===== src/rtl/qrd_skew_scheduler.sv =====
// qrd_skew_scheduler
// Feeds N-element input vectors into the N-row QRD-RLS systolic array.
// Each accepted vector is split into row-skewed load strobes and data, and
// a single valid token follows it through the array's processing latency.
// That token produces out_valid, and the drained pipeline produces the
// end-of-frame done pulse.

module qrd_skew_scheduler #(
    parameter int N           = 3,
    parameter int DATA_LENGTH = 8,
    parameter int LATENCY     = 21,
    parameter int II          = 1,
    parameter int NUM_SAMPLES = 16
) (
    input  logic                               clk,
    input  logic                               rst_n,
    input  logic                               start,
    input  logic                               flush,
    input  logic                               in_valid,
    input  logic [N*DATA_LENGTH-1:0]           in_data,
    output logic                               in_ready,
    output logic [N-1:0]                       row_en,
    output logic [N*DATA_LENGTH-1:0]           row_data,
    output logic                               out_valid,
    output logic [$clog2(NUM_SAMPLES+1)-1:0]   sample_idx,
    output logic                               busy,
    output logic                               done
);

    // The token for a vector sits in the last stage exactly when the array
    // result for that vector becomes available.
    localparam int DEPTH = LATENCY + N - 1;
    localparam int SW    = $clog2(NUM_SAMPLES + 1);
    localparam int IIW   = (II > 1) ? $clog2(II) : 1;

    localparam logic [SW-1:0]  FRAME_LEN = SW'(NUM_SAMPLES);
    localparam logic [IIW-1:0] II_RELOAD = IIW'(II - 1);

    typedef enum logic [1:0] {
        S_IDLE,
        S_RUN,
        S_DRAIN,
        S_DONE
    } state_t;

    state_t                    state;
    logic [IIW-1:0]            ii_cnt;
    logic [DEPTH-1:0]          tok;
    logic                      accept;
    logic                      flush_act;
    logic                      pipe_empty_next;
    logic [N-1:0]              tap_v;
    logic [N-1:0]              skew_busy;
    logic [N*DATA_LENGTH-1:0]  tap_d;

    // in_ready is decoded from registered state only, so it never depends
    // on in_valid.
    assign in_ready  = (state == S_RUN) && (ii_cnt == '0) && (sample_idx < FRAME_LEN);
    // A flush in the same cycle discards the vector being offered.
    assign accept    = in_valid && in_ready && !flush;
    assign flush_act = flush && ((state == S_RUN) || (state == S_DRAIN));

    // Nothing enters the pipeline while draining, so the contents after this
    // edge are the current contents shifted by one. Looking one edge ahead
    // lets done follow the last out_valid directly.
    assign pipe_empty_next = ((tok << 1) == '0) && (skew_busy == '0);

    assign out_valid = tok[DEPTH-1];

    // Per-row skew: row k delays its element by k register stages.
    for (genvar k = 0; k < N; k++) begin : g_row
        logic [DATA_LENGTH-1:0] elem;

        // Data is zeroed when no vector is accepted, which keeps row_data at
        // 0 whenever the matching strobe is low.
        assign elem = accept ? in_data[k*DATA_LENGTH +: DATA_LENGTH] : '0;

        if (k == 0) begin : g_direct
            assign tap_v[k]                              = accept;
            assign tap_d[k*DATA_LENGTH +: DATA_LENGTH]   = elem;
            assign skew_busy[k]                          = 1'b0;
        end else begin : g_delay
            logic [k-1:0]           sv;
            logic [DATA_LENGTH-1:0] sd [k];

            // Shift row k's strobe and element through its k delay stages.
            always_ff @(posedge clk or negedge rst_n) begin
                // NOTE: the data stages are reset as well as the strobes, so
                // a reset or flush leaves no stale element in the skew path.
                if (!rst_n) begin
                    sv <= '0;
                    for (int j = 0; j < k; j++) sd[j] <= '0;
                end else if (flush_act) begin
                    sv <= '0;
                    for (int j = 0; j < k; j++) sd[j] <= '0;
                end else begin
                    sv[0] <= accept;
                    sd[0] <= elem;
                    for (int j = 1; j < k; j++) begin
                        sv[j] <= sv[j-1];
                        sd[j] <= sd[j-1];
                    end
                end
            end

            assign tap_v[k]                            = sv[k-1];
            assign tap_d[k*DATA_LENGTH +: DATA_LENGTH] = sd[k-1];
            assign skew_busy[k]                        = |sv;
        end
    end

    // Register the skewed strobes and elements onto the row outputs.
    always_ff @(posedge clk or negedge rst_n) begin
        // NOTE: sequential state is always written with non-blocking
        // assignments so every flop samples pre-edge values.
        if (!rst_n) begin
            row_en   <= '0;
            row_data <= '0;
        end else if (flush_act) begin
            row_en   <= '0;
            row_data <= '0;
        end else begin
            row_en   <= tap_v;
            row_data <= tap_d;
        end
    end

    // Valid-token pipeline: one token per accepted vector, shifted every cycle.
    always_ff @(posedge clk or negedge rst_n) begin
        if (!rst_n) begin
            tok <= '0;
        end else if (flush_act) begin
            tok <= '0;
        end else begin
            tok <= (tok << 1) | DEPTH'(accept);
        end
    end

    // Frame control FSM with registered busy/done.
    always_ff @(posedge clk or negedge rst_n) begin
        if (!rst_n) begin
            state      <= S_IDLE;
            sample_idx <= '0;
            ii_cnt     <= '0;
            busy       <= 1'b0;
            done       <= 1'b0;
        end else begin
            done <= 1'b0;
            case (state)
                S_IDLE: begin
                    if (start) begin
                        state      <= S_RUN;
                        sample_idx <= '0;
                        ii_cnt     <= '0;
                        busy       <= 1'b1;
                    end
                end
                S_RUN: begin
                    if (flush) begin
                        state  <= S_IDLE;
                        ii_cnt <= '0;
                        busy   <= 1'b0;
                    end else if (accept) begin
                        sample_idx <= sample_idx + 1'b1;
                        ii_cnt     <= II_RELOAD;
                        if (sample_idx == FRAME_LEN - 1'b1) begin
                            state <= S_DRAIN;
                        end
                    end else if (ii_cnt != '0) begin
                        ii_cnt <= ii_cnt - 1'b1;
                    end
                end
                S_DRAIN: begin
                    if (flush) begin
                        state  <= S_IDLE;
                        ii_cnt <= '0;
                        busy   <= 1'b0;
                    end else if (pipe_empty_next) begin
                        state <= S_DONE;
                        busy  <= 1'b0;
                        done  <= 1'b1;
                    end
                end
                S_DONE: begin
                    state <= S_IDLE;
                end
                default: begin
                    state <= S_IDLE;
                end
            endcase
        end
    end

endmodule

===== config.mk =====
export PLATFORM = sky130hd
export DESIGN_NAME = qrd_skew_scheduler
export DESIGN_NICKNAME = d
export VERILOG_FILES = /design/src/rtl/qrd_skew_scheduler.sv
export SDC_FILE = /design/constraint.sdc
export NUM_CORES = 1
export LEC_CHECK = 0
export CAP_MARGIN = 20
export CORE_MARGIN = 10
export CORE_UTILIZATION = 45
export CTS_CLUSTER_SIZE = 10
export DETAILED_ROUTE_END_ITERATION = 10
export PLACE_DENSITY_LB_ADDON = 0.2
export RECOVER_POWER = 25
export SLEW_MARGIN = 20
export SYNTH_ARGS = -nofsm -noshare
export SYNTH_HDL_FRONTEND = slang
export SYNTH_SLANG_ARGS = --single-unit
export TNS_END_PERCENT = 30

===== constraint.sdc =====
create_clock -name clk -period 1.6 [get_ports clk]
set_input_delay 0.16 -clock clk [delete_from_list [all_inputs] [get_ports clk]]
set_output_delay 0.16 -clock clk [all_outputs]
set_load 0.02 [all_outputs]

==> reports/metrics.csv <==
metric,value,unit
post-synthesis net count,254,
number of maximum-capacitance violations,0,
cell with the largest stage delay on the worst path,a2111oi_4,
global-route wire length before repair,9780,um
buffers and inverters on the worst path,0,
residual antenna-violating net count after detailed routing,0,
pin slew with the least headroom to its limit,0.755,ns
maximum number of buffers from clock root to sink,2,
Synthesis Warnings,0,
leading post-synthesis cells by instance count,"80 x dfrtp_1, 69 x and2_1, 8 x nand2_1",
Initial Utilization,46.1,%
final antenna diode count,0,
met3 layer usage reported by global route,5.69,%
switching share of power,30.0,%
die height,101,um
M2 GR Usage,19.5,%
Crit Path Category,flop to flop,
cell leakage power,2.10,nW
count of final max-slew check failures,0,
routed length per placed instance,15.3,um
setup repair after global routing missed its margin,yes,
synthesized area,2930,um2
via density per instance,4.67,
DRC violations left,0,
met1 track demand over resource in global routing,14.2,%
count of distinct cell types in the synthesized netlist,34,
number of top-level pins,65,
run status,"finished, violations left",
post-route clock period utilization,101,%
Critical Path Start Type,flop,
setup slack after placement,-0.153,ns
total CTS buffers,9,
area of the core,6350,um2
most common cell in the netlist,dfrtp_1,
cell-by-cell trace of the critical path,nor4_4 -> nand4_4 -> a2111oi_4 -> o32a_1,
CP Data Arrival Time,1.90,ns
Internal,0.00410,W
slowest cell delay on critical path,0.42,ns
Pwr Density,1380,nW/um2
count of routing violations after the opening detailed-route iteration,34,
element type at the critical path end,flop,
top cell type by total area after synthesis,dfrtp_1,
initial antenna violation count,0,
total routing resource utilization after global routing,12.4,%
family with the most delay on the worst path,compound AO/OA/AOI/OAI gates,
final clock skew,0.00612,ns
instance count of the mapped netlist,219,
worst path required time,1.88,ns
post-detail-place hpwl,4180,um
share of synthesized flip-flops with an asynchronous set or reset,100,%
final net count,351,
worst rel slew slack,49.7,%
minimum period implied by the final worst setup slack,1.62,ns
pin count of the biggest net entering global routing,47,
peak-usage layer in the global routing report,met2,
H-tree levels,3,
final critical-path setup slack,-0.0171,ns
total wire length,6080,um
Crit Path Max Fanout,4,
total number of placement rows,29,
"Clk pin slew, worst setup/hold paths",0.08,ns
fraction of power consumed by combinational cells,34.2,%
sum of negative setup slack,-0.0171,ns
share of final-layout standard cells stronger than drive strength 1,23.7,%
Port-buffer cells,64,
worst hold-check path type,input port to flop,
residual overflow from global routing,0,
root buf cell,clkbuf_8,
TritonCTS clock tree,done,
ranking of synthesized cells by area,"dfrtp_1 68%, and2_1 15%, ha_1 2.6%, nor2b_1 1.1%, nand2_1 1.0%",
number of endpoints failing setup at the final stage,1,
global placement routability congestion,0.815,
post-synthesis average cell area,13.4,um2
Synth Register Bits,80,
violated checks,negative setup slack,
hold violation count in the final report,0,
number of iterations in the first detailed-routing pass,4,
setup slack of the worst register-to-register path,-0.02,ns
net load switching power,0.00176,W
Main synth FF type,dfrtp_1,
part of the Yosys area used for sequential elements,68.3,%
area growth from synthesis to layout,45.3,%
full die area,10100,um2
Clk network pwr share,25.5,%
vias in the first global route,1998,
VDD IR max,0.834,mV
"Clk Latency, worst-skew pair",0.34,ns
maximum clock frequency,0.618,GHz
number of enable-type register cells in the synthesized netlist,0,
width of the die,101,um
fraction of synthesized cell area taken by the top area cell type,68.3,%
Reg power frac,40.4,%
detailed-route via count,1859,
Num Clock Sinks,80,
[cell families (layout without fill, tap and decap cells)]
family                   after synthesis  after routing  share of synthesized area [%]
multiplexers                           2              2                          0.683
AND/OR/NAND/NOR                      105            105                           22.8
flip-flops                            80             80                           68.3
AO/OA/AOI/OAI                         13             13                           3.54
buffers and inverters                 13            115                           2.09
adder cells (fa/ha/maj)                6              6                           2.56
[metal layers]
metal  wire length, um  part of all wire (%)
met5                 0                     0
met4               114                   1.9
met3               514                   8.5
met2              2940                    48
met1              2510                    41
[per-stage QoR]
step	area [um2]	power [W]	utilization (%)	hold WS, ns	instances
final	4260	0.00587	67.0	0.365	398
after global routing	4260	0.00621	67.0	0.357	398
after CTS	4150	0.00572	65.3	0.296	393
after detailed placement	3850	0.00411	60.6	0.122	374
after global placement	3850	0.00407	60.6	0.116	374
after floorplan	2940	0.00323	-	-0.136	219
[layout make-up]
type,instances,area [um2]
timing repair buffer,96,887
clock buffer,11,151
tap,77,96.3
fill,484,2090
multi-input combinational,126,1050
clock inverter,5,55.1
inverter,3,11.3
sequential,80,2000
[state kept, by name, indices dropped and copies added, names as in the netlist]
register	flops
row_data	24
tok	21
done	1
sample_idx	5
busy	1
row_en	2
state	2
g_row.g_delay.sd	24
[path summary, 6_finish.rpt]
check	startpoint	end	cells after the start
setup / recovery	tok[8]	state[0]	4
hold / removal	in_data[18]	g_row[2].g_delay.sd[10]	2
setup reg to reg	tok[8]	state[0]	4
hold reg to reg	g_row[2].g_delay.sd[11]	g_row[2].g_delay.sd[3]	1
max in group asynchronous	rst_n	row_data[3]	3
min in group asynchronous	rst_n	row_data[11]	2
[power by group through the flow]
stage	Combinational [W]	Clock, W	Sequential, W
2_1_floorplan	0.000711	0	0.00252
3_3_place_gp	0.00168	0	0.00239
3_5_place_dp	0.00172	0	0.00239
4_1_cts	0.00183	0.00153	0.00236
5_1_grt	0.00218	0.00164	0.00240
6_report	0.00200	0.00149	0.00237
[repair_timing]
| action | in CTS | in global routing |
|---|---|---|
| gates cloned | 0 | 0 |
| setup buffers | 2 | 5 |
| setup endpoints to repair | 12 | 27 |
| pin swaps | 2 | 10 |
| hold buffers | 1 | 0 |
| endpoints found under the hold margin | 28 | 0 |
| resized for setup | 23 | 17 |
[placed cells by master (no fill, tap or decap), types with 2 or more instances in the layout]
| master | Yosys | final |
|---|---|---|
| nor2b_1 | 5 | 3 |
| o21ai_0 | 3 | 2 |
| a22o_1 | 2 | 2 |
| nor2b_4 | 0 | 2 |
| nor4_4 | 1 | 4 |
| nor2_1 | 2 | 2 |
| dfrtp_1 | 80 | 78 |
| dlygate4sd2_1 | 0 | 5 |
| buf_4 | 3 | 30 |
| dlymetal6s2s_1 | 0 | 3 |
| dfrtp_2 | 0 | 2 |
| clkdlybuf4s50_1 | 0 | 54 |
| and2_1 | 69 | 69 |
| ha_4 | 0 | 3 |
| nand3_1 | 2 | 2 |
| clkinvlp_4 | 0 | 2 |
| nand2_1 | 8 | 8 |
| nand2b_1 | 4 | 3 |
| ha_1 | 6 | 2 |
| clkbuf_8 | 0 | 11 |
| clkinv_2 | 0 | 2 |
| inv_2 | 0 | 2 |
Power figures use the tool's default switching activity.
